`src/rtl/mul_seq.sv`:
```
// Iterative shift-add multiplier producing the low WIDTH bits of a*b plus N/Z flags.
// Optional MUL_EARLY_EXIT_EN: finish as soon as the remaining multiplier bits are all zero.
module mul_seq #(
    parameter int WIDTH = 32,
    parameter int CNTW  = 6
) (
    input  logic             clk,
    input  logic             reset,
    input  logic             start,
    input  logic [WIDTH-1:0] a,
    input  logic [WIDTH-1:0] b,
    output logic             busy,
    output logic             done,
    output logic [WIDTH-1:0] result,
    output logic             flag_n,
    output logic             flag_z
);

    typedef enum logic [1:0] {
        IDLE = 2'd0,
        RUN  = 2'd1,
        DONE = 2'd2
    } state_t;

    localparam logic [CNTW-1:0] LAST = CNTW'(WIDTH - 1);

    state_t           state;
    logic [WIDTH-1:0] acc;
    logic [WIDTH-1:0] mcand;
    logic [WIDTH-1:0] mplier;
    logic [CNTW-1:0]  count;
    logic [WIDTH-1:0] acc_next;

    always_comb begin
        acc_next = acc;
        if (mplier[0]) acc_next = acc + mcand;
    end

    always_ff @(posedge clk) begin
        if (!reset) begin
            state  <= IDLE;
            acc    <= '0;
            mcand  <= '0;
            mplier <= '0;
            count  <= '0;
            result <= '0;
            flag_n <= 1'b0;
            flag_z <= 1'b0;
            busy   <= 1'b0;
            done   <= 1'b0;
        end else begin
            case (state)
                IDLE: begin
                    done <= 1'b0;
                    if (start) begin
                        acc    <= '0;
                        mcand  <= a;
                        mplier <= b;
                        count  <= '0;
                        busy   <= 1'b1;
                        state  <= RUN;
                    end
                end
                RUN: begin
`ifdef MUL_EARLY_EXIT_EN
                    if (mplier == '0) begin
                        result <= acc;
                        flag_n <= acc[WIDTH-1];
                        flag_z <= (acc == '0);
                        done   <= 1'b1;
                        state  <= DONE;
                    end else
`endif
                    begin
                        acc    <= acc_next;
                        mcand  <= mcand << 1;
                        mplier <= mplier >> 1;
                        count  <= count + 1'b1;
                        // Final step: flags come from the updated accumulator, not the stale one.
                        if (count == LAST) begin
                            result <= acc_next;
                            flag_n <= acc_next[WIDTH-1];
                            flag_z <= (acc_next == '0);
                            done   <= 1'b1;
                            state  <= DONE;
                        end
                    end
                end
                DONE: begin
                    done  <= 1'b0;
                    busy  <= 1'b0;
                    state <= IDLE;
                end
                default: begin
                    done  <= 1'b0;
                    busy  <= 1'b0;
                    state <= IDLE;
                end
            endcase
        end
    end

endmodule
```
`config.mk`:
```
export PLATFORM = sky130hd
export DESIGN_NAME = mul_seq
export DESIGN_NICKNAME = d
export VERILOG_FILES = /design/src/rtl/mul_seq.sv
export SDC_FILE = /design/constraint.sdc
export NUM_CORES = 1
export LEC_CHECK = 0
export ABC_AREA = 0
export BUFFER_PORTS_ARGS = -buffer_cell sky130_fd_sc_hd__clkbuf_2
export CAP_MARGIN = 10
export CORE_MARGIN = 5
export CORE_UTILIZATION = 38
export CTS_CLUSTER_SIZE = 16
export DETAILED_ROUTE_END_ITERATION = 10
export PLACE_DENSITY = 0.65
export SETUP_SLACK_MARGIN = 0.4
export SYNTH_ARGS = -nofsm -noshare
export SYNTH_HDL_FRONTEND = slang
export SYNTH_SLANG_ARGS = --single-unit
```
`constraint.sdc`:
```
create_clock -name clk -period 4.65 [get_ports clk]
set_input_delay 0.2325 -clock clk [delete_from_list [all_inputs] [get_ports clk]]
set_output_delay 0.2325 -clock clk [all_outputs]
set_load 0.05 [all_outputs]
```
==> metrics.yaml <==
synth-seq-cells: 139
combPwrFrac: 0.129
gp_congestion: 0.909
p_sw_frac: 0.283
switching_power_mw: 0.841
ctsRootBufferMaster: "clkbuf_16"
drt_iter0_drc: 648
setup-violations-final: 0
grt_pass1_vias: 7165
period_share: 0.724
dp_hpwl_mm: 16.7
synthCells: 1040
pwr-share-clk: 0.431
startpoint_type: "flop"
leakagePower_nw: 3.85
cp_max_fo: 4
drv_cap: 0
netlist_top_cells_area: "dfxtp_1, nor2_1, a21oi_1"
critical_path_class: "flop to flop"
rsz0062_at_grt: "no"
max_clock_freq_mhz: 297
synth_top_area_cell: "dfxtp_1"
cp-end-kind: "flop"
cts_resized: 0
ctsHoldBuffers: 1
synth_top_area_frac: 0.348
fin_area_mm2: 0.00915
cts_buffers: 17
finalPower_mw: 2.98
area_growth_pct: 14.4
io_pins: 103
n_fill_cell: 2111
postCtsSetupRepairBufs: 0
tightest_slew_ns: 1.16
period_needed_ns: 3.37
die_x_um: 155
synth_nets: 1140
ys_top_cells_by_count: "nor2_1, dfxtp_1, a21oi_1"
overflow: 0
detail-route-antenna-nets: 0
synth-edff-count: 0
cts.sinks: 139
async_flop_share: 0
clk_latency_ns: 0.43
rows: 53
fin_setup_tns_ns: 0
initial_core_util: 0.383
skew_ns: 0.00822
hold_class: "input pin to flop"
cts_max_path_buffers: 2
seqPwrFrac: 0.440
vias: 7717
htree_num_levels: 4
ys.flop_type: "dfxtp_1"
status: "complete, no violations"
die_y_um: 155
nNetsFinal: 1192
post_route_cells_drive_above_1_share: 0.154
drc: 0
avgRoutedWirePerCell_um: 17.3
reg2reg_setup_slack_ns: 1.28
drv_slew: 0
hold_viol: 0
io_buffers: 102
worstPathArrival_ns: 3.74
grtUsageTotal: 0.197
cts_tree: "yes"
syn-cell-area_mm2: 0.00800
yosysMostFrequentCell: "nor2_1"
yosys_warnings: 0
peakVddDrop_v: 0.000265
core_mm2: 0.0209
grt_start_max_net_pins: 97
grt_pass1_wl_mm: 38.7
die_area_mm2: 0.0240
diodes: 0
power_density_mw_per_mm2: 325
intPower_mw: 2.14
yosysSeqAreaShare: 0.348
antenna_found_initial: 0
max_slew_margin: 0.224
placed_area_mm2: 0.00859
first_pass_iters: 7
syn_area_per_cell_um2: 7.69
required_ns: 5.02
clk_pin_slew_ns: 0.06
wirelength_mm: 23.9
yosysUniqueCellTypes: 75
viasPerCell: 5.60
## worst paths after layout
path,start,end,cells past startpoint
worst max register to register,acc[0],flag_z,12
worst max-delay path,acc[0],flag_z,12
worst min-delay path,b[30],mplier[30],3
worst min register to register,result[17],result[17],2
## kinds of logic after synthesis
family | synth area share
xor+xnor | 0.0186
fa+ha+maj | 0.0526
simple gates | 0.220
compound gates | 0.291
buf+inv | 0.0527
flops | 0.348
mux | 0.0169
## metrics by stage
| step | util | setup WS (ns) | cells | hold slack [ns] |
|---|---|---|---|---|
| 2_1_floorplan | - | 1.72 | 1040 | 0.341 |
| 3_3_place_gp | 0.411 | 1.39 | 1347 | 0.438 |
| 3_5_place_dp | 0.411 | 1.36 | 1347 | 0.437 |
| 4_1_cts | 0.438 | 1.29 | 1379 | 0.000468 |
| 5_1_grt | 0.438 | 1.06 | 1379 | 0.0101 |
| 6_report | 0.438 | 1.28 | 1379 | 0.0139 |
## cell usage in the layout, fill, tap and decap left out, types with 3 or more instances in the layout
cell type,synthesis,routed
xor2_1,10,10
clkbuf_16,0,17
dfxtp_1,139,136
or3_1,6,6
clkbuf_2,0,101
clkinvlp_4,0,3
a22o_1,10,10
o211ai_1,6,6
clkinv_2,0,6
dfxtp_2,0,3
mux2i_1,9,9
a211oi_1,21,21
nor2b_1,7,7
xnor2_1,7,7
and2_1,5,4
nand2_1,68,68
nand4_1,16,16
nor4_1,3,3
a21oi_1,90,90
o31ai_1,6,6
a222oi_1,10,10
nor3_1,14,14
o21a_1,10,10
inv_1,17,17
o221ai_1,48,48
mux2_2,4,4
a22oi_1,11,11
a211oi_2,3,3
a211o_1,4,4
a31oi_1,6,6
buf_4,5,12
a21o_1,18,18
nand2b_1,8,8
o21ai_0,49,49
or4_1,3,3
ha_1,32,32
and3_1,4,4
nor2_1,257,257
nand3_1,6,6
a21oi_4,3,3
## power by group through the flow
stage | clock network (mW) | logic [mW] | registers (mW)
5_1_grt | 1.36 | 0.430 | 1.32
4_1_cts | 1.29 | 0.382 | 1.31
3_5_place_dp | 0 | 0.380 | 1.33
3_3_place_gp | 0 | 0.377 | 1.33
6_report | 1.28 | 0.384 | 1.31
2_1_floorplan | 0 | 0.292 | 1.31
## final cells by class
cell class / count / area [um^2] / share of cell area
clock buffer: 19 / 443 / 0.0484
clock inverter: 12 / 100 / 0.0109
inverter: 18 / 67.6 / 0.00739
multi-input combinational: 801 / 4790 / 0.524
sequential: 139 / 2790 / 0.305
tap: 275 / 344 / 0.0376
timing repair buffer: 115 / 611 / 0.0668
## state kept, by name, indices dropped and copies added, names as in the netlist
| signal | count |
|---|---|
| acc | 32 |
| busy | 1 |
| count | 6 |
| done | 1 |
| flag_z | 1 |
| mcand | 32 |
| mplier | 32 |
| result | 32 |
| state | 2 |
## critical path, cell delays in order, from the launching register on
cell and delay [ns]:
dfxtp_1 0.33, ha_1 0.27, fa_1 0.45, a211oi_2 0.36, nor3_1 0.09, nor3_1 0.33, and2_1 0.17, and4_1 0.20
nand4_1 0.19, nor4b_1 0.42, nand4_1 0.14, nor4_1 0.19, a31o_1 0.17
## layer usage
| layer | share of wire | routed length (um) | vias to the layer above | track usage |
|---|---|---|---|---|
| met2 | 0.43 | 10200 | 239 | 0.290 |
| met5 | 0 | 0 | - | 0 |
| met1 | 0.49 | 11600 | 3567 | 0.283 |
| met4 | 0.023 | 543 | 0 | 0.0715 |
| met3 | 0.066 | 1580 | 34 | 0.0420 |
| li1 | - | - | 3877 | - |
(Power assumes the default switching activity.)
